**config.mk**
```make
export PLATFORM = sky130hd
export DESIGN_NAME = magic_grid_loader
export DESIGN_NICKNAME = d
export VERILOG_FILES = /design/src/rtl/magic_grid_loader_pkg.sv /design/src/rtl/magic_grid_loader_digit_seen_tracker.sv /design/src/rtl/magic_grid_loader.sv
export SDC_FILE = /design/constraint.sdc
export NUM_CORES = 1
export LEC_CHECK = 0
export CAP_MARGIN = 20
export CORE_ASPECT_RATIO = 0.8
export CORE_MARGIN = 2
export CORE_UTILIZATION = 30
export DETAILED_ROUTE_END_ITERATION = 7
export HOLD_SLACK_MARGIN = 0.1
export PLACE_DENSITY = 0.64
export REMOVE_ABC_BUFFERS = 1
export SLEW_MARGIN = 10
export SYNTH_ARGS = -nofsm -noshare
export SYNTH_HDL_FRONTEND = slang
export SYNTH_SLANG_ARGS = --single-unit
```
**constraint.sdc**
```tcl
create_clock -name clock -period 2.3 [get_ports clock]
set_clock_uncertainty 0.2 [all_clocks]
set_input_delay 0.46 -clock clock [delete_from_list [all_inputs] [get_ports clock]]
set_output_delay 0.46 -clock clock [all_outputs]
set_load 0.005 [all_outputs]
```
**src/rtl/magic_grid_loader_pkg.sv**
```systemverilog
// Shared constants and types for the magic-square grid loader.
package magic_pkg;

  // Number of cells in a 3x3 grid and the largest legal BCD digit.
  localparam int         NUM_CELLS = 9;
  localparam logic [3:0] MAX_DIGIT = 4'd9;

  // One BCD digit.
  typedef logic [3:0] bcd_t;

  // Loader phases: collecting digits, offering the grid, holding the verdict.
  typedef enum logic [1:0] {
    LOAD    = 2'd0,
    PRESENT = 2'd1,
    DONE    = 2'd2
  } loader_state_t;

  // True when the digit is a legal decimal digit (0..9).
  function automatic logic is_bcd(input bcd_t d);
    return (d <= MAX_DIGIT);
  endfunction

  // One-hot position of a digit value inside the 10-bit seen mask.
  // Values above 9 shift out of range and yield an all-zero vector.
  function automatic logic [9:0] digit_onehot(input bcd_t d);
    return 10'(1) << d;
  endfunction

endpackage

```
**src/rtl/magic_grid_loader_digit_seen_tracker.sv**
```systemverilog
// Remembers which digit values have been accepted into the grid and raises
// a sticky flag the first time an accepted value repeats an earlier one.
module digit_seen_tracker
  import magic_pkg::*;
(
  input  logic clock,
  input  logic reset,
  input  logic clear,
  input  logic accept,
  input  bcd_t digit,
  output logic dup_seen
);

  logic [9:0] seen_mask;
  logic [9:0] digit_bit;
  logic       repeat_hit;

  // Decode the offered digit and test it against the values already taken.
  always_comb begin
    digit_bit  = digit_onehot(digit);
    repeat_hit = |(seen_mask & digit_bit);
  end

  // Seen mask and sticky duplicate flag; clear empties both for a new grid.
  always_ff @(posedge clock or posedge reset) begin
    if (reset) begin
      seen_mask <= '0;
      dup_seen  <= 1'b0;
    end else if (clear) begin
      seen_mask <= '0;
      dup_seen  <= 1'b0;
    end else if (accept) begin
      seen_mask <= seen_mask | digit_bit;
      if (repeat_hit) begin
        dup_seen <= 1'b1;
      end
    end
  end

endmodule

```
**src/rtl/magic_grid_loader.sv**
```systemverilog
// Sequential front end for the 3x3 magic-square checker: collects nine BCD
// digits over valid/ready, presents them in parallel, and captures the
// checker's verdict and two-digit sum.
module magic_grid_loader
  import magic_pkg::*;
(
  input  logic       clock,
  input  logic       reset,
  input  logic       clear,
  input  logic [3:0] digit_in,
  input  logic       digit_valid,
  output logic       digit_ready,
  output logic [3:0] num1,
  output logic [3:0] num2,
  output logic [3:0] num3,
  output logic [3:0] num4,
  output logic [3:0] num5,
  output logic [3:0] num6,
  output logic [3:0] num7,
  output logic [3:0] num8,
  output logic [3:0] num9,
  output logic [3:0] cell_idx,
  output logic       grid_valid,
  input  logic       grid_ack,
  input  logic       it_is_magic,
  input  logic [3:0] sum1,
  input  logic [3:0] sum2,
  output logic       result_valid,
  output logic       magic,
  output logic [3:0] sum_tens,
  output logic [3:0] sum_ones,
  output logic       bad_digit,
  output logic       dup_seen
);

  localparam logic [3:0] LAST_IDX = 4'(NUM_CELLS - 1);

  loader_state_t state;
  loader_state_t next_state;

  bcd_t cells [NUM_CELLS];

  logic accept;
  logic store;
  logic reject;
  logic take_ack;

  // Handshake qualification; clear discards whatever arrives with it.
  always_comb begin
    accept   = digit_valid && digit_ready;
    store    = accept && is_bcd(digit_in) && !clear;
    reject   = accept && !is_bcd(digit_in) && !clear;
    take_ack = (state == PRESENT) && grid_ack && !clear;
  end

  // State register.
  always_ff @(posedge clock or posedge reset) begin
    if (reset) begin
      state <= LOAD;
    end else begin
      state <= next_state;
    end
  end

  // Next-state logic: fill nine cells, wait for the ack, then hold until clear.
  always_comb begin
    next_state = state;
    if (clear) begin
      next_state = LOAD;
    end else begin
      case (state)
        LOAD: begin
          if (store && (cell_idx == LAST_IDX)) begin
            next_state = PRESENT;
          end
        end
        PRESENT: begin
          if (take_ack) begin
            next_state = DONE;
          end
        end
        DONE: begin
          next_state = DONE;
        end
        default: begin
          next_state = LOAD;
        end
      endcase
    end
  end

  // Output decode: the loader only takes digits while collecting.
  always_comb begin
    digit_ready = (state == LOAD);
  end

  // Phase flags registered from the next state so they line up with it.
  always_ff @(posedge clock or posedge reset) begin
    if (reset) begin
      grid_valid   <= 1'b0;
      result_valid <= 1'b0;
    end else begin
      grid_valid   <= (next_state == PRESENT);
      result_valid <= (next_state == DONE);
    end
  end

  // Cell write pointer; it reaches 9 once the grid is full.
  always_ff @(posedge clock or posedge reset) begin
    if (reset) begin
      cell_idx <= '0;
    end else if (clear) begin
      cell_idx <= '0;
    end else if (store) begin
      cell_idx <= cell_idx + 4'd1;
    end
  end

  // Cell registers, written in row-major order and frozen outside LOAD.
  always_ff @(posedge clock or posedge reset) begin
    if (reset) begin
      for (int i = 0; i < NUM_CELLS; i++) begin
        cells[i] <= '0;
      end
    end else if (clear) begin
      for (int i = 0; i < NUM_CELLS; i++) begin
        cells[i] <= '0;
      end
    end else if (store) begin
      for (int i = 0; i < NUM_CELLS; i++) begin
        if (cell_idx == 4'(i)) begin
          cells[i] <= digit_in;
        end
      end
    end
  end

  // Checker verdict capture, taken only while the grid is being presented.
  always_ff @(posedge clock or posedge reset) begin
    if (reset) begin
      magic    <= 1'b0;
      sum_tens <= '0;
      sum_ones <= '0;
    end else if (clear) begin
      magic    <= 1'b0;
      sum_tens <= '0;
      sum_ones <= '0;
    end else if (take_ack) begin
      magic    <= it_is_magic;
      sum_tens <= sum1;
      sum_ones <= sum2;
    end
  end

  // One-cycle pulse for a dropped out-of-range digit.
  always_ff @(posedge clock or posedge reset) begin
    if (reset) begin
      bad_digit <= 1'b0;
    end else begin
      bad_digit <= reject;
    end
  end

  // Duplicate tracking lives in its own block alongside the seen mask.
  digit_seen_tracker u_seen (
    .clock    (clock),
    .reset    (reset),
    .clear    (clear),
    .accept   (store),
    .digit    (digit_in),
    .dup_seen (dup_seen)
  );

  // Parallel view of the grid for the checker.
  always_comb begin
    num1 = cells[0];
    num2 = cells[1];
    num3 = cells[2];
    num4 = cells[3];
    num5 = cells[4];
    num6 = cells[5];
    num7 = cells[6];
    num8 = cells[7];
    num9 = cells[8];
  end

endmodule
```
==> impl_results.md <==
* Worst-Margin Slew at 0.309 ns
* Sequential share of the synthesized area at 55.9%
* Clk pwr share at 50.3%
* Effective utilization at floorplan at 30.6%
* Pre-CTS setup slack at -0.152 ns
* Global placer's final weighted congestion at 0.837
* DRT Wirelength at 7410 µm
* IO Pins at 72
* Fin crit share at 92.4%
* DIE WIDTH at 114 µm
* Die area at 10500 µm²
* Status: finished, final reports clean
* Critical Path AT at 2.15 ns
* Router iterations before antenna repair at 4
* Sequential Area at 1630 µm²
* Slew Limit Fails at 0
* Gr usage total at 15.2%
* Final setup vio count at 0
* Fillers at 903
* Yosys cell types at 34
* WP data required at 2.32 ns
* Crit Path Class: primary input to flip-flop
* First-pass GRT wire length at 12300 µm
* Final nets at 379
* Fin worst setup slack at 0.176 ns
* Power share of the sequential group at 41.4%
* Post-Layout Cell Count at 481
* Worst r2r src: state[1]
* CP startpoint kind: primary input
* Top cell type's share of synthesized area at 55.9%
* Compound-Gate Fraction of Synth Area at 4.25%
* Number of synthesized flops with an enable pin at 0
* Worst-path clk slew at 0.05 ns
* Remaining global-route overflow at 0
* # rows at 32
* Prevailing post-synth register cell: dfrtp_1
* IO buf count at 71
* Sw frac at 21.9%
* Post-synthesis simple-gate area fraction at 16.5%
* Area occupied by multi-input gates at 1160 µm²
* Post-route ant nets at 0
* Mux contribution to synthesized area at 16.5%
* DP HPWL at 5130 µm
* RSZ-0062 raised after global routing: false
* CTS tree: done
* Synth async-reset ratio at 100%
* Die Ht at 92.1 µm
* Vias in the first global route at 2344
* Synthesized area at 2910 µm²
* FF-to-FF End: u_seen.seen_mask[0]
* CP Max Fanout at 5
* Leading area contributor after synthesis: dfrtp_1
* Synth top area cells: dfrtp_1, mux2i_1, nor2_1, ha_1, clkbuf_1
* Core area at 9530 µm²
* Switching power at 0.619 mW
* VDD IR max at 0.322 mV
* Via/cell ratio at 4.79
* H-Tree Depth at 3
* Combinational fraction of design power at 8.2%
* Synth Area in XOR/XNOR at 0.902%
* CTS Hold Bufs at 0
* Initial antenna violation count at 0
* Syn. warnings at 0
* Starting DRT DRC Count at 106
* Ant. Diodes at 0
* Clock root buffer: clkbuf_16
* Static leakage at 2.02 nW
* Largest family of logic cells by synthesized area: multiplexers
* Total number of vias at 2302
* Cell count after placement at 465
* Overall power at 2.83 mW
* Share of cells above drive strength 1 at 13.5%
* Final Hold Viols at 0
* Clock Sink Count at 65
* Setup TNS Final at 0 ns
* Syn Inst Count at 267
* Post-synthesis adder-cell area fraction at 1.72%
* Worst-skew pair later-pin latency at 0.33 ns
* Minimum clock period at 2.12 ns
* Setup bufs post-CTS at 0
* Wire per inst at 15.4 µm
* CTS resizes at 0
* Inserted Clock Buffers at 9
* Peak Freq at 0.471 GHz
* Pint at 2.21 mW
* Synth Area per Inst at 10.9 µm²
* Pwr dens at 665 nW/µm²
* Max Root-Sink Buffers at 2
* Reg2Reg Setup Slack at 0.31 ns
* Reg2reg path depth at 3
* CP endpoint kind: flip-flop
* Syn-to-layout area delta at 46.2%
* Hold Path Class: primary input to asynchronous set/reset pin
* FF+latch count, synth at 65
* Largest net degree at the start of global routing at 68
* Slew margin rel. at 79.3%
* Post-route DRC at 0
* Max_cap viols at 0
[flip-flops by register name (all words and copies together) (netlist names)]
| signal | count |
|---|---|
| num9 | 4 |
| cell_idx | 4 |
| num3 | 4 |
| num7 | 4 |
| magic | 1 |
| num8 | 4 |
| num4 | 4 |
| result_valid | 1 |
| bad_digit | 1 |
| num5 | 4 |
| num1 | 4 |
| u_seen.dup_seen | 1 |
| num6 | 4 |
| num2 | 4 |
| state | 2 |
| grid_valid | 1 |
| sum_tens | 4 |
| sum_ones | 4 |
| u_seen.seen_mask | 10 |
[worst max path at each step]
stage                      startpoint                   to  slack, ns
after CTS                 digit_valid  u_seen.seen_mask[0]       0.19
after global routing      digit_valid  u_seen.seen_mask[2]       0.11
after detailed placement  digit_valid  u_seen.seen_mask[0]      -0.15
after floorplan                 reset            bad_digit       0.01
final                     digit_valid  u_seen.seen_mask[0]       0.18
after global placement    digit_valid  u_seen.seen_mask[0]      -0.08
[layer usage]
layer | GRT usage (%) | up-vias | wire length (µm)
met5 | 0 | - | 0
met4 | 5.79 | 0 | 132
met3 | 5.35 | 15 | 412
met2 | 21.6 | 56 | 3240
met1 | 21.2 | 1140 | 3620
li1 | - | 1091 | -
[cell usage in the layout (no fill, tap or decap), types with 2 or more instances in the layout]
cell,count
a31oi_1,4
clkinv_2,3
buf_12,4
nor4_1,3
o22ai_1,3
clkbuf_16,9
xnor2_1,2
nand3b_1,4
bufinv_16,2
nand2b_1,4
inv_1,9
dfrtp_1,65
nand4_1,5
buf_4,25
nand2_1,5
clkdlybuf4s50_1,70
and4_1,3
a21oi_1,4
nand3_1,2
nor3_1,3
o21ai_0,2
ha_1,4
nor2_1,61
nor3b_1,2
o32ai_1,2
mux2i_1,48
[power by group through the flow]
stage | Sequential (mW) | Clock (mW) | Combinational [mW]
after global placement | 1.19 | 0 | 0.233
after detailed placement | 1.19 | 0 | 0.235
final | 1.17 | 1.42 | 0.233
after floorplan | 1.19 | 0 | 0.0763
after CTS | 1.17 | 1.47 | 0.236
after global routing | 1.17 | 1.52 | 0.256
[logic make-up (layout without fill, tap and decap cells)]
group / Yosys count / after routing
AOI/OAI and AO/OA: 19 / 19
and+or+nand+nor: 97 / 97
buffers and inverters: 31 / 126
muxes: 48 / 48
xor gates and xnor gates: 3 / 3
adders and majority gates: 4 / 4
DFF: 65 / 65
[cells in the mapped netlist, types with 3 or more instances]
master and n:
buf_2 4, clkbuf_2 3, nor2_1 61, nand2b_1 4, nor4_1 3, nand2_1 5
nand3b_1 4, dfrtp_1 65, clkbuf_1 11, a21oi_1 4, a31oi_1 4, and4_1 3
inv_1 10, ha_1 4, mux2i_1 48, o22ai_1 3, nand4_1 5, buf_1 3
nor3_1 3
[layout make-up]
type                            instances  share of cell area [%]
Clock buffer                           10                    5.38
Clock inverter                          6                    1.94
Inverter                               10                   0.882
Multi-Input combinational cell        171                    27.2
Sequential cell                        65                    38.2
Tap cell                              119                    3.50
Timing Repair Buffer                  100                    22.9
[through the flow]
step	utilization, %	area (µm²)	hold slack (ns)
floorplan	-	2820	0.250
global placement	41.4	3950	0.270
detailed placement	41.4	3950	0.282
CTS	44.7	4260	0.204
global route	44.7	4260	0.224
finish	44.7	4260	0.202
[critical path, cell delays in order]
cell and delay, ns:
clkdlybuf4s50_1 0.47, or3b_1 0.48, or4_4 0.49, o32ai_1 0.24
(Power assumes the default switching activity.)
==> RTL change 1, RTL diff (same flow settings) <==
Re-encode `loader_state_t` (3 states) as one-hot, 3 bits wide.
--- a/src/rtl/magic_grid_loader_pkg.sv
+++ b/src/rtl/magic_grid_loader_pkg.sv
@@ -10,8 +10,8 @@
 
   // Loader phases: collecting digits, offering the grid, holding the verdict.
-  typedef enum logic [1:0] {
-    LOAD    = 2'd0,
-    PRESENT = 2'd1,
-    DONE    = 2'd2
+  typedef enum logic [2:0] {
+    LOAD    = 3'b001,
+    PRESENT = 3'b010,
+    DONE    = 3'b100
   } loader_state_t;
 
Formal check against the unedited RTL: same outputs for any inputs over 4 cycles, from zero or initial values and one cycle with reset high; so few cycles prove little.
==> RTL change 1 against the unedited design <==
Routed wire length grew 3.1%. Die area grew 2.2%. Sequential share of layout area grew 0.36 points. Cell area grew 0.68%. Register-to-register slack gained 0.06 ns. Setup slack gained 0.079 ns. Total power shrank 2.7%. Sequential cell count grew 1. Area after synthesis grew 2.3%. Via count grew 3.0%. Final cell count grew 5.4%. First-iteration DRC count shrank 31%.
==> RTL change 1: results (changes against the unedited design) <==
metric,value,unit,change
status,"complete, no violations",,
asr flop ratio synth,1.00,,unchanged
Static Leakage,2.09,nW,+3.3%
first-pass GRT wire length,11.9,mm,-3.4%
instance area after placement,4000,um^2,+1.4%
worst-path fanout max,7,,+2
CP peak stage delay,0.50,ns,
cts bufs inserted,9,,unchanged
Final nets,389,,+2.6%
synth cell count leaders,"dfrtp_1, nor2_1, mux2i_1, nand2_1, a21oi_1",,
Slew HR,0.562,,-0.232
initial antenna violation count,0,,unchanged
Root Buffer,clkbuf_16,,
Final GP Congestion,0.758,,-9.5%
# diodes,0,,unchanged
final WL,7.64,mm,+3.1%
Worst-path clk slew,0.05,ns,about the same
min-delay src,clear,,
worst skew pair latency,0.33,ns,about the same
H-tree levels,3,,unchanged
Yosys cell types,40,,+18%
worst flop-to-flop path startpoint,state[0]$_DFF_PP1_,,
Initial DRT Pass Iterations,4,,unchanged
dpl hpwl,5.55,mm,+8.1%
maximum vdd drop,0.000325,V,+0.99%
Crit path arrival time,2.08,ns,-0.07 ns
max FFs per register,10,,unchanged
Area contributors post-synth,"dfrtp_1, mux2i_1, nor2_1",,
hold slack,0.269,ns,+0.0668 ns
Iteration-0 DRC Markers,73,,-31%
share of post-route cells with drive strength above 1,0.143,,+0.00750
CP Launch Point,digit_in[2],,
FF-to-FF path depth,4,,+1
gr usage total,0.146,,-0.00563
hold depth,2,,
total number of yosys warnings,0,,unchanged
R2R Setup Slk,0.37,ns,+0.06 ns
largest net degree at the start of global routing,63,,-7.4%
hold crit path type,in -> reg,,
vias in the first global route,2198,,-6.2%
Critical-path top delay cell,clkdlybuf4s50_1,,
"CP delay by family, top",compound AO/OA/AOI/OAI gates,,
Top reg by flops,u_seen.seen_mask,,
Max Root-Sink Buffers,2,,unchanged
Worst Hold Endpoint,u_seen.seen_mask[3]$_DFFE_PP0P_,,
worst reg2reg endpoint,u_seen.seen_mask[4]$_DFFE_PP0P_,,
Port Buffer Count,71,,unchanged
Vias/cell,4.68,,-2.2%
register area share after synthesis,0.555,,-0.00362
==> RTL change 1: changes by cell type in the layout (fill, tap and decap cells not counted), moves of 4 or more <==
cell     delta
nand2_1    +18
nor2_1     -18
mux2i_1    -11
a21oi_1    +10
nand4_2     +5
nand3_1     +4
o22ai_1     +4
==> RTL change 1: cell type report <==
cell class | count | area, um^2
Fill cell | 934 | 5360
Multi-Input combinational cell | 180 | 1190
Tap cell | 136 | 170
Sequential cell | 66 | 1650
Timing Repair Buffer | 96 | 930
Inverter | 14 | 52.6
Clock inverter | 3 | 40.0
Clock buffer | 12 | 246
==> RTL change 1: repair_timing <==
action                     CTS  global route
buffers inserted             0             0
resized for setup            1             0
setup endpoints to repair    1             0
==> RTL change 1: per-layer routing <==
layer | vias up | part of all wire | track usage | wire [um]
met5 | - | 0 | 0 | 0
met4 | 0 | 0.011 | 0.0392 | 82
met3 | 9 | 0.045 | 0.0499 | 346
met2 | 55 | 0.46 | 0.214 | 3510
met1 | 1177 | 0.48 | 0.207 | 3700
li1 | 1131 | - | - | -
==> RTL change 1: worst reg2reg max path, cell delays in order, from the launching register on <==
cell     delay (ns)
dfstp_2        0.58
nor3b_2        0.19
nand2_1        0.14
or4_4          0.47
o32ai_1        0.25
==> RTL change 1: where the power goes <==
group / internal, mW / total (mW) / leakage, nW / switching, mW
Clock: 0.858 / 1.33 / 0.142 / 0.468
Combinational: 0.109 / 0.236 / 1.03 / 0.127
Sequential: 1.18 / 1.19 / 0.914 / 0.0129
==> RTL change 1: logic make-up (layout without fill, tap and decap cells) <==
family / Yosys count / count (layout) / share of synthesized area
adders and majority gates: 4 / 4 / 0.0168
xor gates and xnor gates: 4 / 4 / 0.0118
buffers and inverters: 33 / 125 / 0.0458
DFF: 66 / 66 / 0.555
muxes: 37 / 37 / 0.124
and+or+nand+nor: 103 / 103 / 0.179
AOI/OAI and AO/OA: 32 / 32 / 0.0672
==> RTL change 1: stage by stage <==
stage | cells | setup WS (ns)
after floorplan | 260 | -0.743
after global placement | 492 | -0.0695
after detailed placement | 492 | -0.0809
after CTS | 507 | 0.262
after global routing | 507 | 0.185
final | 507 | 0.255
==> RTL change 1: worst max-delay path by stage <==
stage | slack [ns] | endpoint | cells after the start
global route | 0.18 | u_seen.dup_seen$_DFFE_PP0P_ | 5
floorplan | -0.74 | num1[0]$_DFFE_PP0P_ | 4
detailed placement | -0.08 | u_seen.dup_seen$_DFFE_PP0P_ | 5
finish | 0.26 | u_seen.dup_seen$_DFFE_PP0P_ | 5
CTS | 0.26 | digit_ready | 2
global placement | -0.07 | u_seen.dup_seen$_DFFE_PP0P_ | 5
==> RTL change 2, RTL diff (config.mk and constraints unchanged) <==
Without the edit above. The package constant `NUM_CELLS` goes from 9 to 10.
--- a/src/rtl/magic_grid_loader_pkg.sv
+++ b/src/rtl/magic_grid_loader_pkg.sv
@@ -3,5 +3,5 @@
 
   // Number of cells in a 3x3 grid and the largest legal BCD digit.
-  localparam int         NUM_CELLS = 9;
+  localparam int         NUM_CELLS = 10;
   localparam logic [3:0] MAX_DIGIT = 4'd9;
 
Check against the original RTL: not equivalent (Yosys sat finds a counterexample within 10 cycles, from zero or initial values and one cycle with reset high).
==> RTL change 2 against the unedited design <==
Final cell count up 2.5%. Setup slack about the same. Fmax barely moved. Cell area decreased by 0.21%. Sequential cell count is the same. Count of clock-buffer cells in the layout up 3. Area after synthesis is 2.3% higher. Routed wire length is 1.3% lower. Total power is 6.0% lower.
==> RTL change 2: results (changes against the unedited design) <==
metric,value,unit,change
status,"complete, no violations",,
Post-CTS Setup Inserts,0,,unchanged
Final GP Congestion,0.799,,-4.6%
synth cell count leaders,"dfrtp_1, mux2i_1, nor2_1, nand2b_1, a21oi_1",,
measured slew at the worst slew-check pin,0.492,ns,+0.182 ns
Static Leakage,1.98,nW,-2.1%
cts bufs inserted,9,,unchanged
Yosys cell types,34,,unchanged
Initial DRT Pass Iterations,4,,unchanged
register area share after synthesis,0.546,,-0.0124
Iteration-0 DRC Markers,119,,+12%
hold crit path type,in -> async,,
worst skew pair latency,0.32,ns,
CTS Sinks,65,,unchanged
max FFs per register,10,,unchanged
worst-path fanout max,9,,+4
Synth Flop Type,dfrtp_1,,
Root Buffer,clkbuf_16,,
cts repair resizes,0,,unchanged
first-pass GRT wire length,12.2,mm,-0.95%
setup slack at placement,-0.155,ns,-0.00265 ns
Port Buffer Count,71,,unchanged
total number of yosys warnings,0,,unchanged
# diodes,0,,unchanged
H-tree levels,3,,unchanged
gr usage total,0.147,,-0.00533
Final nets,374,,-1.3%
"CP delay by family, top",buffers and inverters,,
Layout fillers,912,,+1.0%
maximum vdd drop,0.000329,V,+2.1%
Crit path arrival time,1.46,ns,-0.69 ns
share of post-route cells with drive strength above 1,0.123,,-0.0121
asr flop ratio synth,1.00,,unchanged
Top reg by flops,u_seen.seen_mask,,
largest net degree at the start of global routing,32,,-53%
dpl hpwl,5.23,mm,+1.9%
WL/cell,14.8,um,-3.7%
Area contributors post-synth,"dfrtp_1, mux2i_1, nor2_1",,
Vias/cell,4.50,,-6.0%
Critical-path top delay cell,clkdlybuf4s50_1,,
Worst-path clk slew,0.05,ns,about the same
vias in the first global route,2327,,-0.73%
Max Root-Sink Buffers,2,,unchanged
CP peak stage delay,0.59,ns,+0.10 ns
initial antenna violation count,0,,unchanged
-- RTL change 2: area by class of cell --
cell class | instances | area (um^2) | share of cell area
inverters | 4 | 15.0 | 0.00353
clock inverters | 3 | 15.0 | 0.00353
clock buffers | 13 | 260 | 0.0612
flip-flops and latches | 65 | 1630 | 0.383
multi-input cells | 180 | 1260 | 0.297
well taps | 136 | 170 | 0.0400
repair buffers | 92 | 901 | 0.212
-- RTL change 2: final timing paths --
check,startpoint,end,slack (ns),cells after the start
worst max-delay path,cell_idx[2]$_DFFE_PP0P_,cell_idx[2],0.18,1
worst min-delay path,reset,magic$_DFFE_PP0P_,0.24,2
worst max register to register,state[1]$_DFF_PP0_,num2[1]$_DFFE_PP0P_,0.33,5
worst min register to register,u_seen.seen_mask[0]$_DFFE_PP0P_,u_seen.seen_mask[0]$_DFFE_PP0P_,0.29,2
max in group asynchronous,reset,num8[3]$_DFFE_PP0P_,1.17,3
min in group clock,u_seen.seen_mask[0]$_DFFE_PP0P_,u_seen.seen_mask[0]$_DFFE_PP0P_,0.29,2
-- RTL change 2: power breakdown --
part	internal (mW)	leakage (nW)	switching, mW
clock network	0.782	0.139	0.471
registers	1.16	0.904	0.0132
logic	0.109	0.933	0.125
-- RTL change 2: worst register-to-register path, cell delays in order, from the launching register on --
cell	delay [ns]
dfrtp_1	0.42
or3b_1	0.38
buf_4	0.20
nor4_4	0.21
nand2_1	0.23
mux2i_1	0.23
-- RTL change 2: stage by stage --
step                area, um^2  cells  hold slack, ns  utilization
finish                    4250    493           0.241        0.440
global route              4250    493           0.284        0.440
CTS                       4250    493           0.245        0.440
detailed placement        3970    477           0.283        0.412
global placement          3970    477           0.272        0.412
floorplan                 2900    249           0.255            -
-- RTL change 2: layer usage --
layer	wire length, um	GRT usage	vias to the layer above	share of wire
met5	0	0	-	0
met4	41	0.0241	0	0.0056
met3	441	0.0512	4	0.060
met2	3350	0.224	62	0.46
met1	3480	0.205	1078	0.48
li1	-	-	1075	-
-- RTL change 2: cells by family after synthesis --
kind of cell / Yosys count / share of synthesized area
flops: 65 / 0.546
xor+xnor: 3 / 0.00883
fa+ha+maj: 4 / 0.0168
simple gates: 100 / 0.187
mux: 48 / 0.162
buf+inv: 19 / 0.0302
compound gates: 25 / 0.0487
